**config.mk**
```make
export PLATFORM = sky130hd
export DESIGN_NAME = soc_system_pio_instr_queue
export DESIGN_NICKNAME = d
export VERILOG_FILES = /design/src/rtl/soc_system_pio_instr_queue.sv
export SDC_FILE = /design/constraint.sdc
export NUM_CORES = 1
export LEC_CHECK = 0
export BUFFER_PORTS_ARGS = -buffer_cell sky130_fd_sc_hd__buf_4
export CORE_ASPECT_RATIO = 0.75
export CORE_UTILIZATION = 40
export CTS_CLUSTER_DIAMETER = 50
export DETAILED_ROUTE_END_ITERATION = 8
export GPL_TIMING_DRIVEN = 0
export HOLD_SLACK_MARGIN = 0.12
export PLACE_DENSITY = 0.64
export SLEW_MARGIN = 20
export SYNTH_ARGS = -nofsm -noshare
export SYNTH_HDL_FRONTEND = slang
export SYNTH_SLANG_ARGS = --single-unit
```
**constraint.sdc**
```tcl
create_clock -name clk -period 5.35 [get_ports clk]
set_input_delay 0.535 -clock clk [delete_from_list [all_inputs] [get_ports clk]]
set_output_delay 0.535 -clock clk [all_outputs]
set_load 0.01 [all_outputs]
```
**src/rtl/soc_system_pio_instr_queue.sv**
```systemverilog
// Avalon-MM instruction queue: HPS pushes words into a DEPTH-entry FIFO that drains to a valid/ready stream.
// Optional interrupt (drained/overflow) enabled by defining SOC_SYSTEM_PIO_INSTR_QUEUE_IRQ_EN.
module soc_system_pio_instr_queue #(
  parameter int DATA_W = 3,
  parameter int DEPTH  = 4,
  parameter int CNT_W  = 16
) (
  input  logic              clk,
  input  logic              reset_n,
  input  logic [1:0]        address,
  input  logic              chipselect,
  input  logic              write_n,
  input  logic [31:0]       writedata,
  output logic [31:0]       readdata,
  output logic [DATA_W-1:0] out_port,
  output logic              out_valid,
  input  logic              out_ready
`ifdef SOC_SYSTEM_PIO_INSTR_QUEUE_IRQ_EN
  ,
  output logic              irq
`endif
);

  localparam int PW = $clog2(DEPTH);
  localparam int CW = PW + 1;

  logic [DEPTH-1:0][DATA_W-1:0] mem;
  logic [PW-1:0]                wr_ptr, rd_ptr;
  logic [CW-1:0]                count;
  logic                         overflow, enable;
  logic [CNT_W-1:0]             issued;

  logic wr, push_req, flush, fire, full, empty, push_ok, ovf_set;

  assign wr       = chipselect & ~write_n;
  assign push_req = wr & (address == 2'd0);
  assign flush    = wr & (address == 2'd1) & writedata[0];
  assign full     = (count == CW'(DEPTH));
  assign empty    = (count == '0);
  assign out_valid = enable & ~empty;
  assign fire     = out_valid & out_ready;
  // A pop in the same cycle frees the slot, so a push onto a full FIFO still lands.
  assign push_ok  = push_req & ~flush & (~full | fire);
  assign ovf_set  = push_req & ~flush & full & ~fire;
  assign out_port = empty ? '0 : mem[rd_ptr];

  always_ff @(posedge clk or negedge reset_n) begin
    if (!reset_n) begin
      mem    <= '0;
      wr_ptr <= '0;
      rd_ptr <= '0;
      count  <= '0;
    end else if (flush) begin
      wr_ptr <= '0;
      rd_ptr <= '0;
      count  <= '0;
    end else begin
      if (push_ok) begin
        mem[wr_ptr] <= writedata[DATA_W-1:0];
        wr_ptr      <= wr_ptr + 1'b1;
      end
      if (fire) rd_ptr <= rd_ptr + 1'b1;
      count <= count + CW'(push_ok) - CW'(fire);
    end
  end

  always_ff @(posedge clk or negedge reset_n) begin
    if (!reset_n) begin
      overflow <= 1'b0;
      enable   <= 1'b1;
      issued   <= '0;
    end else begin
      if (ovf_set) overflow <= 1'b1;
      else if (wr && address == 2'd1 && writedata[1]) overflow <= 1'b0;
      if (wr && address == 2'd2) enable <= writedata[0];
      // Software clear wins over a concurrent handshake.
      if (wr && address == 2'd3) issued <= '0;
      else if (fire)             issued <= issued + 1'b1;
    end
  end

`ifdef SOC_SYSTEM_PIO_INSTR_QUEUE_IRQ_EN
  logic drained, irq_en;

  always_ff @(posedge clk or negedge reset_n) begin
    if (!reset_n) begin
      drained <= 1'b0;
      irq_en  <= 1'b0;
      irq     <= 1'b0;
    end else begin
      if (fire && count == CW'(1) && !push_ok) drained <= 1'b1;
      else if (wr && address == 2'd1 && writedata[2]) drained <= 1'b0;
      if (wr && address == 2'd2) irq_en <= writedata[1];
      irq <= irq_en & (drained | overflow);
    end
  end
`endif

  always_comb begin
    readdata = '0;
    case (address)
      2'd0: readdata[DATA_W-1:0] = out_port;
      2'd1: begin
        readdata[16 +: CW] = count;
        readdata[1]        = overflow;
        readdata[0]        = full;
`ifdef SOC_SYSTEM_PIO_INSTR_QUEUE_IRQ_EN
        readdata[2]        = drained;
`endif
      end
      2'd2: begin
        readdata[0] = enable;
`ifdef SOC_SYSTEM_PIO_INSTR_QUEUE_IRQ_EN
        readdata[1] = irq_en;
`endif
      end
      default: readdata[CNT_W-1:0] = issued;
    endcase
  end

  logic unused_wdata;
  assign unused_wdata = ^writedata;

endmodule

```
* Yosys cells after proc, flatten, opt, wreduce, memory -nomap -nowiden
Cells that the tools add are included.
** Cells by class
- $add $sub $neg :: 5
- Order comparisons :: 3
- Equality and inequality tests :: 4
- Muxes and demuxes :: 20
- Bitwise logic cells :: 16
- Reduce and logical (&&, ||, !) cells :: 14
** Operators by type and width (number)
- $mux W16 :: 2
- $add A16 B1 Y16 const B :: 1
- $mux W3 :: 5
- $mux W13 :: 1
- $bwmux W12 :: 1
- $and A1 B1 Y1 :: 10
- $mux W2 :: 4
- $reduce_bool A2 Y1 :: 4
- $bmux W3 S2 :: 1
- $demux W3 S2 :: 1
- $lt A2 B3 Y1 const B :: 2
- $pmux W1 S3 :: 2
- $logic_and A1 B1 Y1 :: 5
- $not A1 Y1 :: 5
- $add A2 B1 Y2 const B :: 2
- $eq A2 B2 Y1 const B :: 2
- $add A3 B1 Y3 :: 1
- $eq A3 B3 Y1 const B :: 1
- $logic_not A3 Y1 :: 1
- $reduce_or A3 Y1 :: 1
- $sub A3 B1 Y3 :: 1
- $eq A2 B1 Y1 const B :: 1
- $ge A2 B1 Y1 const B :: 1
- $logic_not A2 Y1 :: 1
- other kinds (5) :: 6
** Storage, ports and cells
- Bits in registers :: 37
- Input bits :: 39
- Output and inout bits :: 36
- Word-level logic and storage cells :: 72

* Longest topological paths before layout
Gate-level depths: netlist of the first run.
- Depth after elaboration :: 10
- Depth in mapped cells :: 11
- Depth with buffers taken out :: 11

* Worst setup path before layout of the first run
No wires, ideal clock.
- Path type :: input -> register
- From :: in address[1]
- To :: reg count[2]
- Arrival :: 2.551 ns
- Data required time :: 5.224 ns
- Setup slack :: 2.673 ns
- Cell stages on the path :: 11
- Path buffers :: 0
- Path through :: or4b_1 > a21oi_2 > inv_1 > ha_1 > inv_1 > ha_1 > inv_1 > fa_1 > xor2_1 > xnor2_1 > nor2_1
** Between the ends
- Cells in the longest elaborated chain, start to end :: 9
** Ends and longest elaborated chain
- from (decl) :: line 10 : input logic [1:0] address,
- $eq A2 B1 Y1 :: line 37 : assign flush = wr & (address == 2'd1) & writedata[0];
- $and A1 B1 Y1 (2 in series) :: line 37
- $not A1 Y1 (no line)
- $and A1 B1 Y1 (2 in series) :: line 43 : assign push_ok = push_req & ~flush & (~full | fire);
- $add A3 B1 Y3 :: line 63 : count <= count + CW'(push_ok) - CW'(fire);
- $sub A3 B1 Y3 :: line 63
- $mux W3 * :: line 53 : end else if (flush) begin
- to (signal assigned) :: line 63
- to (decl) :: line 29 : logic [CW-1:0] count;
Every way passes the cells marked *; elsewhere a longest branch is shown, timed or not.
A chain may end at the register's enable or synchronous reset.

* Final worst setup path of the first run
- From :: reg count[1]
- To :: reg count[2]
** Between the ends
- Cells in the longest elaborated chain, start to end :: 9
** Ends and longest elaborated chain
- $logic_not A3 Y1 :: line 39 : assign empty = (count == '0);
- $not A1 Y1 :: line 40 : assign out_valid = enable & ~empty;
- $and A1 B1 Y1 :: line 40
- $and A1 B1 Y1 :: line 41 : assign fire = out_valid & out_ready;
- $or A1 B1 Y1 :: line 43
- $and A1 B1 Y1 :: line 43
- $add A3 B1 Y3 :: line 63
- $sub A3 B1 Y3 * :: line 63
- $mux W3 * :: line 53
Marked as above.

==> results of run 1 <==
==> kinds of logic after synthesis <==
group	Yosys count	share of synthesized area
other	1	0.00173
AND/OR/NAND/NOR	91	0.224
buffers and inverters	30	0.0751
AO/OA/AOI/OAI	23	0.0642
flip-flops	37	0.428
multiplexers	17	0.104
adder cells (fa/ha/maj)	8	0.0497
XOR/XNOR	13	0.0526
==> through the flow <==
stage	hold slack, ps	std cells	power, mW	setup slack [ps]
6_report	186	344	0.983	2390
5_1_grt	232	344	1.06	2060
4_1_cts	216	344	0.993	2360
3_5_place_dp	492	336	0.797	2370
3_3_place_gp	483	336	0.791	2390
2_1_floorplan	239	232	0.675	2670
==> registers in the layout (all words and copies together) (netlist names) <==
signal	flops
enable	1
mem	12
count	3
rd_ptr	2
issued	16
overflow	1
wr_ptr	2
==> metal layers <==
metal,vias up,GRT usage,share of wire
met5,-,0,0
li1,840,-,-
met3,6,0.0415,0.051
met1,772,0.270,0.54
met2,40,0.250,0.40
met4,0,0.0563,0.0093
==> critical path, delay by kind of cell, from the launching register on <==
kind / cells / cell delay, ps
adders and majority gates: 3 / 850
xor gates and xnor gates: 2 / 300
DFF: 1 / 470
AOI/OAI and AO/OA: 1 / 490
buffers and inverters: 4 / 660
and+or+nand+nor: 1 / 50
==> power breakdown <==
group | internal (mW) | leakage, nW | switching, mW
Sequential | 0.363 | 0.480 | 0.0722
Combinational | 0.193 | 0.746 | 0.163
Clock | 0.0926 | 0.0395 | 0.0994
==> worst max path at each step <==
stage,cells past startpoint,to,from,slack (ps)
finish,11,count[2],count[1],2390
global route,11,count[2],count[1],2060
CTS,11,count[2],count[1],2360
global placement,12,count[2],address[1],2390
floorplan,11,count[2],address[1],2670
detailed placement,11,count[2],count[1],2370
==> layout make-up <==
class	instances	area (um2)
plain buffers	22	133
fillers	489	2420
flip-flops and latches	37	927
repair buffers	32	240
multi-input cells	165	1120
well taps	72	90.1
clock buffers	8	80.1
inverters	8	30.0
==> cell usage in the layout, fill, tap and decap left out, types with 3 or more instances in the layout <==
cell and n:
mux2_2 14, a21oi_1 7, dfrtp_1 36, mux4_2 3
buf_4 45, clkbuf_1 10, inv_1 7, nand4_1 4
xor2_1 4, o21ai_0 7, nor2_1 16, o31ai_1 3
ha_1 7, nand3_1 3, nor3_1 5, or3_1 5
nor2b_1 7, xnor2_1 9, conb_1 13, clkbuf_8 5
and2_1 5, nand2_1 20, and3_1 16
==> results.txt, run 1 <==
run status = completed
FMAX = 338 MHz
Worst VDD drop = 0.000175 V
RSZ-0062 raised after global routing = no
leading post-synthesis cells by cell area = dfrtp_1 (42%), mux2_2 (7.3%), and3_1 (4.6%)
port bufs = 32
DRT Wirelength = 4.53 mm
worst clock skew = 4.85 ps
R2R Path Start = count[1]
maximum clock path buffer count = 2
routed vias = 1658
largest net degree at the start of global routing = 38
GRT Overall Usage = 0.179
antenna violations before repair = 0
clk root buf = clkbuf_8
Antenna Nets Post-Route = 0
num rows = 22
clk_lat worst skew = 290 ps
CTS H-tree depth = 2
# DRC = 0
crit-path max FO = 10
PwrDens = 375 nW/um2
slowest CP cell = o311ai_1
die width = 86.9 um
post-cts resize count = 0
die area = 5710 um2
first-pass GRT wire length = 7.56 mm
setup violators final = 0
Worst R2R Path Depth = 11
Clock Sinks = 37
final non-filler cell area = 2620 um2
Worst path max stage delay = 490 ps
DR vias/cell = 4.82
CP Capture Type = register
Yosys top cell area share = 0.416
r2r endpoint = count[2]
Post-synth top cells = dfrtp_1 (36), nand2_1 (20), and3_1 (16), nor2_1 (16), mux2_2 (14)
period utilisation layout = 0.553
final RePlAce weighted congestion = 0.774
number of diodes = 0
post-synthesis register bit count = 37
Avg Cell Area, Syn = 9.84 um2
Placed Instance Area = 2540 um2
Async SR Flop Fraction = 1.00
first drt pass iteration count = 4
min-delay worst type = input port to asynchronous set/reset pin
worst path required time = 5530 ps
WS Path Type = register to register
wire per inst = 13.2 um
Area Growth Syn to Fin = 21.0%
fin. max-slew vios = 0
Hold-fix buffers, CTS = 0
Final nets = 318
Boundary Pins = 75
vias in the first global route = 1521
Worst-path clk slew = 70 ps
Post-Syn Area = 2160 um2
CP cell instances = o311ai_1 > buf_2 > clkinv_1 > ha_1 > inv_1 > ha_1 > inv_1 > fa_1 > xor2_1 > xnor2_1 > nor2_1
CTS tree = built
max-cap violation count = 0
Worst Setup Start Kind = register
Tmin final = 2960 ps
core area = 5040 um2
Primary FF master, synth = dfrtp_1
post-route setup TNS = 0 ps
Setup Buffers After CTS = 0
cell taking the most area after synthesis = dfrtp_1
die height = 65.7 um
post-DP HPWL = 3.42 mm
Initial Utilization = 0.430
top-count cell post-synth = dfrtp_1
GR Overflow Total = 0
final-report hold violation count = 0
1st-iter DRT viols = 88
P_leak = 1.27 nW
share of layout cells above drive strength 1 = 0.265
CTS Buf Count = 5
Core Util, Final = 0.520
post-synthesis cell type count = 40
FF-to-FF setup slack = 2390 ps
synth warn = 0
Cells after Synth = 220
number of synthesized flops with an enable pin = 0
post-synthesis sequential area ratio = 0.428
Worst Path Arrival = 3140 ps
Power figures use the tool's default switching activity.
==> run 2, diff against run 1 <==
Clock period 5.35 ns to 3.1 ns, I/O delays scaled along.
==> results.txt, run 2 (same netlist as run 1, synthesis figures left out) <==
PwrDens = 646 nW/um2 (+72%)
Worst Setup Start Kind = register
Worst VDD drop = 0.000303 V (+73%)
RSZ-0062 raised after global routing = no
Core Util, Final = 0.524 (+0.00422)
die height = 65.7 um (unchanged)
antenna violations before repair = 0 (unchanged)
Worst path max stage delay = 490 ps (about the same)
Final nets = 319 (+0.31%)
GR Overflow Total = 0 (unchanged)
maximum clock path buffer count = 2 (unchanged)
max-cap violation count = 0 (unchanged)
WS Path Type = register to register
clk root buf = clkbuf_8
pre-CTS setup slack = 121 ps (-2250 ps)
leading registers by flop count = issued x16, mem x12, count x3
Boundary Pins = 75 (unchanged)
CTS H-tree depth = 2 (unchanged)
# DRC = 0 (unchanged)
CP cell instances = o311ai_2 > buf_2 > clkinvlp_4 > ha_1 > inv_1 > ha_1 > inv_1 > fa_1 > xor2_1 > xnor2_1 > nor2_1
FMAX = 359 MHz (+6.3%)
first-pass GRT wire length = 7.56 mm (unchanged)
Filler Cell Count = 487 (-0.41%)
final-report hold violation count = 0 (unchanged)
first drt pass iteration count = 4 (unchanged)
crit-path max FO = 10 (unchanged)
post-route setup TNS = 0 ps (unchanged)
CP top delay family = adder cells
PnR worst setup slack = 316 ps (-2070 ps)
CP Capture Type = register
most common cell after layout, fill and taps aside = buf_4
CTS tree = built
clk_lat worst skew = 290 ps (about the same)
Tmin final = 2780 ps (-177 ps)
wire per inst = 13.1 um (-0.33%)
Buffers & Inverters on Critical Path = 4 (unchanged)
die area = 5710 um2 (unchanged)
vias in the first global route = 1521 (unchanged)
number of diodes = 0 (unchanged)
share of layout cells above drive strength 1 = 0.271 (+0.00636)
DR vias/cell = 4.84 (+0.37%)
Area Growth Syn to Fin = 22.0%
setup violators final = 0 (unchanged)
GRT Overall Usage = 0.179 (unchanged)
slowest CP cell = dfrtp_1
P_leak = 1.27 nW (+0.18%)
CTS Buf Count = 5 (unchanged)
die width = 86.9 um (unchanged)
Biggest register = issued
1st-iter DRT viols = 87 (-1.1%)
final RePlAce weighted congestion = 0.774 (unchanged)
core area = 5040 um2 (unchanged)
largest net degree at the start of global routing = 38 (unchanged)
max FFs per register = 16 (unchanged)
Initial Utilization = 0.430 (unchanged)
Worst Path Arrival = 2960 ps (-180 ps)
Setup Buffers After CTS = 0 (unchanged)
hold_ws = 278 ps (+91.6 ps)
post-DP HPWL = 3.42 mm (unchanged)
most frequent cells in the layout = buf_4 (45), dfrtp_1 (36), nand2_1 (20)
fin. max-slew vios = 0 (unchanged)
Antenna Nets Post-Route = 0 (unchanged)
FF-to-FF setup slack = 320 ps (-2070 ps)
Clock Sinks = 37 (unchanged)
Worst-path clk slew = 70 ps (about the same)
DRT Wirelength = 4.53 mm (about the same)
run status = completed
worst path required time = 3280 ps (-2250 ps)
worst clock skew = 5.40 ps (+0.551 ps)
routed vias = 1669 (+0.66%)
min-delay worst type = input port to register
port bufs = 32 (unchanged)
num rows = 22 (unchanged)
period utilisation layout = 0.898 (+0.345)
## run 2: path summary, 6_finish.rpt
kind                         startpoint         end  depth (start not counted)
setup / recovery               count[1]    count[2]                         11
hold / removal             writedata[2]     mem[11]                          2
setup reg to reg               count[1]    count[2]                         11
hold reg to reg                  mem[3]      mem[3]                          1
max in group asynchronous       reset_n      enable                          2
min in group asynchronous       reset_n  issued[12]                          2
## run 2: layout make-up
class	count	area, um2	area share
repair buffers	33	250	0.0947
flip-flops and latches	37	927	0.351
plain buffers	22	133	0.0502
clock buffers	8	80.1	0.0303
multi-input cells	165	1130	0.427
well taps	72	90.1	0.0341
inverters	8	33.8	0.0128
## run 2: power breakdown
part           total [mW]  leakage (nW)  internal, mW  switching [mW]
Sequential          0.756         0.480         0.626           0.130
Combinational       0.620         0.748         0.337           0.283
Clock               0.331        0.0395         0.160           0.171
Total                1.71          1.27          1.12           0.584
## run 2: per-stage QoR
step | power, mW | cell area (um2) | instances
floorplan | 1.16 | 2210 | 232
global placement | 1.36 | 2540 | 336
detailed placement | 1.38 | 2540 | 336
CTS | 1.71 | 2630 | 345
global route | 1.84 | 2640 | 345
finish | 1.71 | 2640 | 345
## run 2: what timing repair did
action / in CTS / in global routing
hold endpoints to repair: 36 / 0
hold buffers: 1 / 0
setup endpoints to repair: 0 / 1
gates resized for setup: 0 / 2
## run 2: layer usage
layer / GRT usage / up-vias / wire length, um
li1: - / 841 / -
met1: 0.270 / 773 / 2410
met2: 0.250 / 48 / 1820
met3: 0.0415 / 7 / 245
met4: 0.0563 / 0 / 51
met5: 0 / - / 0
==> run 3, diff against run 2 <==
Settings changed: BUFFER_PORTS_ARGS -buffer_cell sky130_fd_sc_hd__buf_4 to -buffer_cell sky130_fd_sc_hd__clkbuf_2, CAP_MARGIN set to 15.
==> results.txt, run 3 (same netlist as run 1, synthesis figures left out) <==
PwrDens = 710 nW/um2 (+9.9%)
GR Overflow Total = 0 (unchanged)
post-DP HPWL = 3.45 mm (+1.1%)
first drt pass iteration count = 4 (unchanged)
Initial Utilization = 0.430 (unchanged)
Reg area = 927 um2 (unchanged)
CTS Buf Count = 5 (unchanged)
Filler Cell Count = 478 (-1.8%)
CTS tree = built
period utilisation layout = 0.928 (+0.0299)
Placed Instance Area = 2460 um2 (-3.2%)
Worst-path clk slew = 80 ps (about the same)
P_leak = 1.27 nW (+0.22%)
Antenna Nets Post-Route = 0 (unchanged)
post-route setup TNS = 0 ps (unchanged)
FMAX = 348 MHz (-3.2%)
final non-filler cell area = 2600 um2 (-1.5%)
Clock Sinks = 37 (unchanged)
largest net degree at the start of global routing = 38 (unchanged)
die height = 65.7 um (unchanged)
most common cell after layout, fill and taps aside = dfrtp_1
setup violators final = 0 (unchanged)
Worst Setup Start Kind = register
clk_lat worst skew = 300 ps (about the same)
1st-iter DRT viols = 94 (+8.0%)
DR vias/cell = 4.90 (+1.3%)
final-report hold violation count = 0 (unchanged)
leading registers by flop count = issued x16, mem x12, count x3
crit-path max FO = 10 (unchanged)
Tmin final = 2880 ps (+92.7 ps)
die width = 86.9 um (unchanged)
area used by multi-input combinational logic = 1130 um2 (unchanged)
total power = 1.85 mW (+8.2%)
# DRC = 0 (unchanged)
die area = 5710 um2 (unchanged)
Worst VDD drop = 0.000387 V (+28%)
number of diodes = 0 (unchanged)
first-pass GRT wire length = 7.78 mm (+2.9%)
GRT Overall Usage = 0.184 (+0.00477)
core area = 5040 um2 (unchanged)
share of layout cells above drive strength 1 = 0.279 (+0.00835)
WS Path Type = register to register
FF-to-FF setup slack = 220 ps (-90 ps)
DRT Wirelength = 4.65 mm (+2.6%)
wire per inst = 13.5 um (+2.9%)
Slew HR = 0.387
Biggest register = issued
max FFs per register = 16 (unchanged)
CTS H-tree depth = 2 (unchanged)
RSZ-0062 raised after global routing = no
most frequent cells in the layout = dfrtp_1 (36), clkbuf_2 (32), nand2_1 (20)
maximum clock path buffer count = 2 (unchanged)
hold_ws = 121 ps (-157 ps)
routed vias = 1686 (+1.0%)
antenna violations before repair = 0 (unchanged)
Least-Margin Pin Slew = 920 ps
CP Capture Type = register
clk root buf = clkbuf_8
fin. max-slew vios = 0 (unchanged)
run status = completed
final RePlAce weighted congestion = 0.780 (+0.66%)
vias in the first global route = 1574 (+3.5%)
num rows = 22 (unchanged)
worst clock skew = 6.31 ps (+0.919 ps)
Area Growth Syn to Fin = 20.2%
Boundary Pins = 75 (unchanged)
Setup Buffers After CTS = 0 (unchanged)
max-cap violation count = 0 (unchanged)
worst path required time = 3280 ps (about the same)
Worst Path Arrival = 3050 ps (+90 ps)
min-delay worst type = input port to asynchronous set/reset pin
Final nets = 318 (-0.31%)
port bufs = 32 (unchanged)
run 3: changes by cell type in the layout (fill, tap and decap cells not counted), sizes merged:
cell,delta
buf,-32
clkbuf,+29
bufinv,+2
clkinv,+2
clkinvlp,-1
dlygate4sd3,-1
run 3: timing repair:
action	CTS	global route
endpoints found under the setup margin	0	1
hold buffers	0	0
resized for setup	0	1
hold endpoints to repair	0	0
run 3: worst paths after layout:
check                                  start  depth (start not counted)         end
worst min-delay path                 reset_n                          1  issued[11]
worst max register to register      count[1]                         11    count[2]
worst min register to register       mem[10]                          1     mem[10]
min in group clk                writedata[2]                          2      mem[2]
max in group asynchronous            reset_n                          1   issued[0]
worst max-delay path                count[1]                         11    count[2]
run 3: stage by stage:
stage	util	instances	setup WS (ps)
floorplan	-	232	533
global placement	0.488	336	175
detailed placement	0.488	336	135
CTS	0.515	344	107
global route	0.516	344	41.7
finish	0.516	344	223
run 3: critical path, stage by stage, from the launching register on:
cell and delay (ps):
dfrtp_1 480, o311ai_2 390, buf_2 290, clkinv_1 280
ha_1 380, inv_1 60, ha_1 120, inv_1 40
fa_1 360, xor2_1 170, xnor2_1 130, nor2_1 50
run 3: per-layer routing:
| metal | wire (um) | up-vias | GRT usage | part of all wire |
|---|---|---|---|---|
| li1 | - | 840 | - | - |
| met1 | 2390 | 796 | 0.263 | 0.51 |
| met2 | 1980 | 44 | 0.273 | 0.43 |
| met3 | 228 | 6 | 0.0415 | 0.049 |
| met4 | 46 | 0 | 0.0625 | 0.0099 |
| met5 | 0 | - | 0 | 0 |
run 3: where the power goes:
group	switching, mW	internal [mW]	total, mW	leakage, nW
Clock	0.184	0.320	0.504	0.0681
Combinational	0.284	0.302	0.586	0.722
Sequential	0.131	0.625	0.756	0.480
Total	0.599	1.25	1.85	1.27
run 3: cell type report:
cell class	count	share of cell area
multi-input cells	165	0.433
flip-flops and latches	37	0.356
repair buffers	32	0.0616
plain buffers	22	0.0510
well taps	72	0.0346
clock buffers	5	0.0265
clock inverters	3	0.0250
inverters	8	0.0115
